--- src/rtl/data_mem_dp.sv ---
// Dual-port data memory: port A read/write, port B read-only, with a sequential clear walk.
// Optional macro DMEM_PRELOAD_EN adds a 4-entry constant preload after every clear.
module data_mem_dp #(
   parameter int W = 8,
   parameter int A = 8
) (
   input  logic         Clk,
   input  logic         Reset,
   input  logic         ClearReq,
   input  logic         WriteEnA,
   input  logic [A-1:0] DataAddressA,
   input  logic [W-1:0] DataInA,
   output logic [W-1:0] DataOutA,
   input  logic [A-1:0] DataAddressB,
   output logic [W-1:0] DataOutB,
   output logic         Busy,
   output logic         WrDropped
);

   localparam int DEPTH = 2**A;

`ifdef DMEM_PRELOAD_EN
   typedef enum logic [1:0] {S_CLEAR = 2'd0, S_PRELOAD = 2'd1, S_READY = 2'd2} state_t;
`else
   typedef enum logic [1:0] {S_CLEAR = 2'd0, S_READY = 2'd2} state_t;
`endif

   state_t       r_state, w_state_nxt;
   logic [A-1:0] r_ptr, w_ptr_nxt;
   logic         r_wr_dropped;
   logic [W-1:0] r_core [DEPTH];

   logic         w_busy;
   logic         w_we;
   logic [A-1:0] w_waddr;
   logic [W-1:0] w_wdata;

`ifdef DMEM_PRELOAD_EN
   logic [1:0]  r_pre_idx, w_pre_idx_nxt;
   logic [31:0] w_pre_addr;
   logic [31:0] w_pre_val;

   always_comb begin
      w_pre_addr = 32'd244;
      w_pre_val  = 32'd5;
      case (r_pre_idx)
         2'd0:    begin w_pre_addr = 32'd0;  w_pre_val = 32'd16;  end
         2'd1:    begin w_pre_addr = 32'd4;  w_pre_val = 32'd24;  end
         2'd2:    begin w_pre_addr = 32'd16; w_pre_val = 32'd254; end
         default: begin w_pre_addr = 32'd244; w_pre_val = 32'd5;  end
      endcase
   end
`endif

   assign w_busy = (r_state != S_READY);

   always_comb begin
      w_state_nxt = r_state;
      w_ptr_nxt   = r_ptr;
      w_we        = 1'b0;
      w_waddr     = r_ptr;
      w_wdata     = '0;
`ifdef DMEM_PRELOAD_EN
      w_pre_idx_nxt = r_pre_idx;
`endif
      case (r_state)
         S_CLEAR: begin
            w_we      = 1'b1;
            w_ptr_nxt = r_ptr + A'(1);
            if (r_ptr == '1) begin
`ifdef DMEM_PRELOAD_EN
               w_state_nxt = S_PRELOAD;
`else
               w_state_nxt = S_READY;
`endif
            end
         end
`ifdef DMEM_PRELOAD_EN
         S_PRELOAD: begin
            // Out-of-range entries still take their slot so preload length is fixed.
            w_we          = (w_pre_addr < 32'(DEPTH));
            w_waddr       = A'(w_pre_addr);
            w_wdata       = W'(w_pre_val);
            w_pre_idx_nxt = r_pre_idx + 2'd1;
            if (r_pre_idx == 2'd3) w_state_nxt = S_READY;
         end
`endif
         default: begin
            w_we    = WriteEnA;
            w_waddr = DataAddressA;
            w_wdata = DataInA;
            if (ClearReq) begin
               w_state_nxt = S_CLEAR;
               w_ptr_nxt   = '0;
            end
         end
      endcase
      if (Reset) w_we = 1'b0;
   end

   always_ff @(posedge Clk) begin
      if (Reset) begin
         r_state      <= S_CLEAR;
         r_ptr        <= '0;
         r_wr_dropped <= 1'b0;
`ifdef DMEM_PRELOAD_EN
         r_pre_idx    <= 2'd0;
`endif
      end else begin
         r_state <= w_state_nxt;
         r_ptr   <= w_ptr_nxt;
`ifdef DMEM_PRELOAD_EN
         r_pre_idx <= w_pre_idx_nxt;
`endif
         if (w_busy && WriteEnA) r_wr_dropped <= 1'b1;
      end
   end

   // NOTE: the array has no reset branch; the clear walk initialises it so it maps onto RAM.
   always_ff @(posedge Clk) begin
      if (w_we) r_core[w_waddr] <= w_wdata;
   end

   assign DataOutA  = w_busy ? '0 : r_core[DataAddressA];
   assign DataOutB  = w_busy ? '0 : r_core[DataAddressB];
   assign Busy      = w_busy;
   assign WrDropped = r_wr_dropped;

endmodule

--- config.mk ---
export PLATFORM = sky130hd
export DESIGN_NAME = data_mem_dp
export DESIGN_NICKNAME = d
export VERILOG_FILES = /design/src/rtl/data_mem_dp.sv
export SDC_FILE = /design/constraint.sdc
export NUM_CORES = 2
export LEC_CHECK = 0
export CAP_MARGIN = 20
export CORE_MARGIN = 2
export CORE_UTILIZATION = 30
export DETAILED_ROUTE_END_ITERATION = 16
export SLEW_MARGIN = 20
export SYNTH_ARGS = -nofsm -noshare
export SYNTH_HDL_FRONTEND = slang
export SYNTH_SLANG_ARGS = --single-unit
--- constraint.sdc ---
create_clock -name Clk -period 7.4 [get_ports Clk]
set_input_delay 1.48 -clock Clk [delete_from_list [all_inputs] [get_ports Clk]]
set_output_delay 1.48 -clock Clk [all_outputs]
set_load 0.005 [all_outputs]
==> qor.yml <==
global_route:
  grt_pass1_wl_mm: 478
  grt_overflow_total: 0
  grtUsageMet2: 0.326
  antenna_found_initial: 27
  use_met1: 0.270
  first_global_vias: 56900
  grt_util_all_layers: 0.212
  met3_usage: 0.0597
  grt_start_max_net_pins: 209
  top_usage_layer: "met2"
critical_path:
  crit_required_ns: 5.92
  crit_chain: "buf_8 > buf_12 > buf_12 > mux4_2 > mux2i_1 > o22ai_1 > nor4_2 > buf_4 > nand4_1 > or3_1 > clkdlybuf4s50_1"
  crit_arrival_ns: 5.89
  cp-end-kind: "primary output"
  ff2ff_path_depth: 6
  path_class: "primary input to primary output"
  path_delay_family: "buffers and inverters"
  crit_top_cell: "buf_12"
  cp-start-kind: "primary input"
  slowest_stage: "mux2i_1"
  r2r_end: "r_core[129][0]$_DFFE_PP_"
  regToRegSetupSlack_ns: 2.83
  max_stage_delay_ns: 0.80
  critical_path_buf_inv_count: 5
  path_max_fanout: 25
  r2r_start: "r_state[1]$_SDFFE_PP0P_"
logic_synthesis:
  synth-edff-count: 2048
  ys_warn_count: 0
  netlist_area_sq_um: 96700
  yosysSeqAreaShare: 0.638
  synthTopCellsByCount: "edfxtp_1, mux4_2, mux2i_1"
  async_reset_ff_frac: 0
  yosysTopAreaCell: "edfxtp_1"
  synth.distinct_cells: 60
  synth-seq-cells: 2058
  synth_top_area_share: 0.636
  synth_ff_type: "edfxtp_1"
  yosys.cell_count.top_type: "edfxtp_1"
  synth.avg_cell_area_sq_um: 19.1
  synthCells: 5074
  syn_nets: 5103
  synth_area_leaders: "edfxtp_1, mux4_2, mux2i_1, nor2_1, o22ai_1"
timing:
  finalCritPeriodShare: 0.997
  skew_ns: 0.110
  clock.fmax_mhz: 136
  max_slew.worst_pin.slew_ns: 1.27
  setup_violations: 0
  slew-limit-headroom: 0.154
  rsz0062_at_grt: "no"
  tns_ns: 0
  drv_slew: 0
  fin_crit_ns: 7.37
  finalHoldViolations: 0
clocking:
  cts-root-buf: "clkbuf_16"
  clock_sinks: 2058
  cts_tree: "built"
  cts_made_buffers: 214
  clk_latency_ns: 0.92
  clockBufferDepth: 3
  hold_buffers: 0
  cts_setup_buffers: 0
  clk_pin_slew_ns: 0.06
  cts_max_level: 4
routing:
  post_drt_via_cell_ratio: 5.93
  drt-pass1-iter-count: 5
  wl_per_cell_um: 36.0
  antenna_left: 0
  totalWireLength_mm: 352
  drtIter0Drc: 8457
  drc: 0
  num_vias: 57900
floorplan:
  die_y_um: 572
  io_pins: 46
  die_w_um: 572
  core-area_sq_um: 321000
  rows: 208
  start_util: 0.301
  die_area_sq_um: 327000
place:
  routabilityCongestion: 0.997
  dp_hpwl_mm: 244
  port_buffers: 45
  dp_cells: 9360
finish:
  nFillCells: 29900
  stdcell_count: 9764
  final_nets: 5303
  area_growth_pct: 14.5
  drive_gt1_frac: 0.303
worst_hold_path:
  min_from: "WrDropped$_SDFFE_PP0P_"
  whs_path_depth: 2
  hold_end: "WrDropped$_SDFFE_PP0P_"
  hold_class: "flop to flop"
run_status:
  status: "completed"
run:
  maxCapViolCount: 0
power:
  peakVddDrop_mv: 0.210
  leakagePower_nw: 34.3
  p_per_area_nw_per_um2: 229
-- per-layer routing --
layer	up-vias	share of wire	wire (um)
met2	3679	0.46	161000
met4	18	0.062	21800
met5	-	0.00034	121
met3	734	0.11	39300
li1	22300	-	-
met1	31200	0.37	130000
-- cell type report --
| class | instances | area (sq um) | share of cell area |
|---|---|---|---|
| diodes | 11 | 27.5 | 0.000249 |
| clock buffers | 268 | 5660 | 0.0511 |
| clock inverters | 122 | 1270 | 0.0115 |
| inverters | 10 | 41.3 | 0.000373 |
| multi-input cells | 2605 | 32800 | 0.297 |
| flip-flops and latches | 2058 | 61700 | 0.557 |
| well taps | 4305 | 5390 | 0.0487 |
| repair buffers | 385 | 3770 | 0.0341 |
-- registers in the layout (all words and copies together), names as in the netlist --
| register | cells |
|---|---|
| r_state | 1 |
| WrDropped | 1 |
| r_ptr | 8 |
| r_core | 2048 |
-- worst register-to-register path, cell delays in order (launching register included) --
cell and delay (ns):
dfxtp_2 0.83, inv_1 0.09, buf_4 0.23, o31ai_1 0.75
nand3_1 0.80, buf_4 0.53, nor2_1 0.90
-- cells by family after synthesis --
group,count (synthesis),synth area share
AO/OA/AOI/OAI,541,0.0386
XOR/XNOR,4,0.000362
adder cells (fa/ha/maj),1,0.000129
buffers and inverters,411,0.0237
flip-flops,2058,0.638
multiplexers,1374,0.266
AND/OR/NAND/NOR,685,0.0325
-- layout by cell type (no fill, tap or decap), types with 58 or more instances in the layout --
cell / instances
a22oi_1: 82
nand3_1: 72
edfxtp_1: 2048
o221ai_1: 82
o22ai_1: 137
mux2i_1: 408
mux4_2: 959
nor2_1: 299
buf_4: 280
a21oi_1: 89
clkbuf_16: 217
buf_12: 58
nand2_1: 97
-- per-stage QoR --
stage               hold slack [ns]  area (sq um)   util  setup WS (ns)  power [W]
global placement              0.454        104000  0.323         -0.589     0.0148
finish                        0.509        111000  0.345         0.0256     0.0253
detailed placement            0.508        104000  0.323        -0.0860     0.0148
CTS                           0.522        111000  0.345         0.0405     0.0254
floorplan                     0.460         96700      -           1.83     0.0140
global route                  0.569        111000  0.345         0.0231     0.0259
-- how the worst max path moves through the flow --
stage,startpoint,endpoint,slack (ns),cells after the start
global placement,DataAddressB[2],DataOutB[1],-0.59,10
CTS,DataAddressB[2],DataOutB[4],0.04,11
finish,DataAddressA[0],DataOutA[6],0.03,11
detailed placement,DataAddressB[2],DataOutB[4],-0.09,11
global route,DataAddressA[0],DataOutA[4],0.02,11
floorplan,DataInA[0],r_core[0][0]$_DFFE_PP_,1.83,1
-- what timing repair did --
action | CTS | global route
pin swaps | 0 | 0
gates resized for setup | 1 | 3
hold endpoints to repair | 0 | 0
setup endpoints to repair | 1 | 3
-- power breakdown --
group	switching [W]	leakage (nW)	internal [W]
Clock	0.00477	3.36	0.00600
Sequential	0.00000691	18.6	0.0126
Combinational	0.00116	12.3	0.000748
Total	0.00594	34.3	0.0194
Note: power is estimated with default switching activity, not from simulation.
